$ cat src/rtl/bit_position_vector_builder.sv
// Rebuilds a WIDTH-bit vector from a stream of bit positions, one frame per pos_last.
// Optional macro BVPB_DUP_CHECK_EN: a repeated position within a frame also raises vec_err.
module bit_position_vector_builder #(
  parameter int   WIDTH    = 32,
  parameter int   POS_W    = 6,
  parameter logic MARK_VAL = 1'b0
) (
  input  logic             clk,
  input  logic             rst_n,
  input  logic             pos_valid,
  output logic             pos_ready,
  input  logic [POS_W-1:0] pos_data,
  input  logic             pos_last,
  output logic             vec_valid,
  input  logic             vec_ready,
  output logic [WIDTH-1:0] vec_data,
  output logic [POS_W-1:0] vec_count,
  output logic             vec_err
);

  // state | meaning
  // IDLE  | no beat of the current frame accepted yet
  // ACCUM | frame in progress, last beat not yet seen
  // HOLD  | frame complete, vector offered downstream
  typedef enum logic [1:0] {IDLE, ACCUM, HOLD} state_t;

  localparam int IDX_W = (WIDTH > 1) ? $clog2(WIDTH) : 1;
  localparam logic [POS_W-1:0] POS_NONE = POS_W'(WIDTH);
  localparam logic [WIDTH-1:0] UNMARKED = {WIDTH{~MARK_VAL}};

  state_t           state;
  logic             beat_acc;
  logic [IDX_W-1:0] idx;
  logic             is_bit;
  logic             is_illegal;
  logic             already;
  logic             dup_err;

  // Ready drops immediately while reset is held so no beat is taken during reset.
  assign pos_ready  = rst_n && (state != HOLD);
  assign beat_acc   = pos_valid && pos_ready;
  assign idx        = pos_data[IDX_W-1:0];
  assign is_bit     = (pos_data < POS_NONE);
  assign is_illegal = (pos_data > POS_NONE);
  assign already    = (vec_data[idx] == MARK_VAL);

`ifdef BVPB_DUP_CHECK_EN
  assign dup_err = is_bit && already;
`else
  assign dup_err = 1'b0;
`endif

  always_ff @(posedge clk or negedge rst_n) begin
    if (!rst_n) begin
      state     <= IDLE;
      vec_valid <= 1'b0;
      vec_data  <= UNMARKED;
      vec_count <= '0;
      vec_err   <= 1'b0;
    end else begin
      case (state)
        IDLE, ACCUM: begin
          if (beat_acc) begin
            if (is_bit) begin
              vec_data[idx] <= MARK_VAL;
              if (!already && (vec_count != POS_NONE))
                vec_count <= vec_count + POS_W'(1);
            end
            if (is_illegal || dup_err)
              vec_err <= 1'b1;
            state     <= pos_last ? HOLD : ACCUM;
            vec_valid <= pos_last;
          end
        end
        HOLD: begin
          if (vec_ready) begin
            state     <= IDLE;
            vec_valid <= 1'b0;
            vec_data  <= UNMARKED;
            vec_count <= '0;
            vec_err   <= 1'b0;
          end
        end
        default: begin
          state     <= IDLE;
          vec_valid <= 1'b0;
        end
      endcase
    end
  end

endmodule

$ cat config.mk
export PLATFORM = sky130hd
export DESIGN_NAME = bit_position_vector_builder
export DESIGN_NICKNAME = d
export VERILOG_FILES = /design/src/rtl/bit_position_vector_builder.sv
export SDC_FILE = /design/constraint.sdc
export NUM_CORES = 1
export LEC_CHECK = 0
export ABC_AREA = 0
export BUFFER_PORTS_ARGS = -buffer_cell sky130_fd_sc_hd__buf_4
export CORE_MARGIN = 2
export CORE_UTILIZATION = 57
export CTS_CLUSTER_DIAMETER = 50
export CTS_CLUSTER_SIZE = 28
export DETAILED_ROUTE_END_ITERATION = 12
export GPL_ROUTABILITY_DRIVEN = 0
export PLACE_DENSITY_LB_ADDON = 0.2
export SYNTH_ARGS = -nofsm -noshare
export SYNTH_HDL_FRONTEND = slang
export SYNTH_SLANG_ARGS = --single-unit
$ cat constraint.sdc
create_clock -name clk -period 3.8 [get_ports clk]
set_input_delay 0.57 -clock clk [delete_from_list [all_inputs] [get_ports clk]]
set_output_delay 0.57 -clock clk [all_outputs]
set_load 0.01 [all_outputs]
==> metrics.txt <==
status completed; vias per cell 5.86; Worst-path clk slew 0.11 ns; FF-to-FF setup slack 1.50 ns; Mapped Nets 223; core area 3420 um^2; crit-path max FO 39; worst setup path endpoint vec_data[1]$_DFFE_PN1P_; ant diodes 0; Horiz. Die Dim 64.4 um; setup bufs post-CTS 0; worst-margin pin slew 0.689 ns; share of the synthesized area in the top cell type 0.405; fin crit share 0.605; area grow syn2layout 21.7%; Slew Viols, Final 0; Synth area leader dfstp_2; Max-slew headroom 0.541; Layout Utilization 0.740; maximum VDD drop 0.325 mV; flip-flop and latch area 1070 um^2; Die Ht 64.4 um; final cell area excluding filler cells 2530 um^2; critical setup path kind reg -> reg; final setup fails 0; Post-synth EDFFs 0; fin nets 271; DRC 0; WL/cell 15.8 um; total CTS buffers 5; critical path required time 4.05 ns; initial antenna violation count 0; global-route wire length before repair 8300 um; Async SR Flop Fraction 1.00; Final WS setup 1.50 ns; most frequent cells in the layout buf_4 (52), nand2_1 (44), dfstp_2 (32); Fin Setup TNS 0 ns; Hold Vio Cnt, Final 0; Filler Cells Inserted 274; syn_area_per_cell 9.89 um^2; routed vias 1781; ranking of synthesized cells by area dfstp_2 (40%), dfrtp_1 (11%), nand2_1 (8.0%); initial DRC count 119; Post-Syn Area 2080 um^2; post-CTS sizing 0; max frequency 435 MHz; clk buf depth 2; R2R Path End vec_data[1]$_DFFE_PN1P_; Synth Warn # 0; Setup crit start vec_valid$_DFFE_PN0P_; DRT antenna net count 0; ys flop type dfstp_2; clk_skew 0.00250 ns; Placement Rows 21; worst r2r src vec_valid$_DFFE_PN0P_; largest net degree at the start of global routing 46; CTS Root Cell clkbuf_4; commonest non-fill, non-tap cell in the layout buf_4; final wirelength 4800 um; Hold-fix buffers, CTS 0; post-route minimum period 2.30 ns; FF-to-FF path depth 6; pre-CTS setup slack 1.33 ns; CTS tree done; PortBufs 51; worst-skew pair later-pin latency 0.34 ns; synthesized flop and latch total 41; initial core utilization 0.608; Synth cell types 43; crit path DAT 2.55 ns; HPWL Detailed 3370 um; PD cells 507 nW/um^2; CP Capture Type flop; Seq/Total Area, Yosys 0.513; clock sinks 41; max cap viols 0; IO Pins 52; HP Class in -> async; Total GRT Usage 0.264; multi-input logic area 941 um^2; share of cells above drive strength 1 0.391; CTS HTree Levels 2; number of global-route vias before repair 1624; Congestion Overflow GR 0; Gate Count Post-Synth 210; Die ar. 4140 um^2; Pre-antenna DRT Iters 4; Placement Cell Area 2470 um^2; Leak 1.10 nW; CP Launch Type flop; RSZ-0062 raised after global routing false
## layer usage
metal,share of wire,track usage
met5,0,0
met4,0.016,0.0824
met3,0.051,0.0511
met2,0.46,0.393
met1,0.47,0.391
## cell families (layout without fill, tap and decap cells)
group                      Yosys count  after routing  share of synthesized area
adders and majority gates            2              2                     0.0120
muxes                               16             16                     0.0958
AOI/OAI and AO/OA                   50             50                      0.141
DFF                                 41             41                      0.513
buffers and inverters               16             64                     0.0337
and+or+nand+nor                     85             85                      0.204
## state kept, by name (all words and copies together) (netlist names)
register and flops:
vec_count 6, vec_valid 1, vec_data 32, state 1, vec_err 1
## worst max-delay path, cell delays in order, from the launching register on
cell	delay [ns]
dfrtp_1	0.49
nand2b_1	0.14
or2_2	0.57
nand2_1	0.29
nand3_1	0.32
o21ai_0	0.30
nand2_1	0.09
## synth_stat cells (2+ instances only)
| cell | number |
|---|---|
| nand2_1 | 44 |
| dfstp_2 | 32 |
| o21ai_0 | 30 |
| mux2i_1 | 12 |
| nand3_1 | 10 |
| dfrtp_1 | 9 |
| clkbuf_1 | 7 |
| nor2_1 | 6 |
| inv_1 | 5 |
| a21oi_1 | 4 |
| nand3b_1 | 4 |
| nor3_1 | 4 |
| mux4_2 | 3 |
| o22ai_1 | 3 |
| a31oi_1 | 2 |
| buf_2 | 2 |
| buf_4 | 2 |
| ha_1 | 2 |
| nand2b_1 | 2 |
| o31ai_1 | 2 |
| or3_1 | 2 |
| or3b_2 | 2 |
## per-stage QoR
| stage | cells | power, mW | hold slack [ns] |
|---|---|---|---|
| global route | 304 | 1.37 | 0.330 |
| global placement | 297 | 1.06 | 0.474 |
| floorplan | 210 | 0.860 | 0.274 |
| CTS | 304 | 1.28 | 0.313 |
| finish | 304 | 1.28 | 0.301 |
| detailed placement | 297 | 1.07 | 0.477 |
## area by class of cell
cell class / count / share of cell area
sequential: 41 / 0.422
multi-input combinational: 153 / 0.372
timing repair buffer: 52 / 0.154
tap: 46 / 0.0228
clock buffer: 7 / 0.0218
inverter: 5 / 0.00742
## how the worst min path moves through the flow
stage          cells past startpoint                startpoint                  endpoint  slack, ns
5_1_grt                            2                     rst_n  vec_count[0]$_DFFE_PN0P_       0.33
4_1_cts                            2                     rst_n     vec_valid$_DFFE_PN0P_       0.31
2_1_floorplan                      0                     rst_n      state[0]$_DFFE_PN0P_       0.27
3_5_place_dp                       2  vec_data[20]$_DFFE_PN1P_  vec_data[20]$_DFFE_PN1P_       0.48
3_3_place_gp                       2  vec_data[20]$_DFFE_PN1P_  vec_data[20]$_DFFE_PN1P_       0.47
6_report                           2                     rst_n     vec_valid$_DFFE_PN0P_       0.30
## power breakdown
| part | total (mW) | switching, mW | internal (mW) |
|---|---|---|---|
| Clock | 0.219 | 0.132 | 0.0875 |
| Sequential | 0.662 | 0.0854 | 0.577 |
| Combinational | 0.402 | 0.195 | 0.207 |
(Power assumes the default switching activity.)
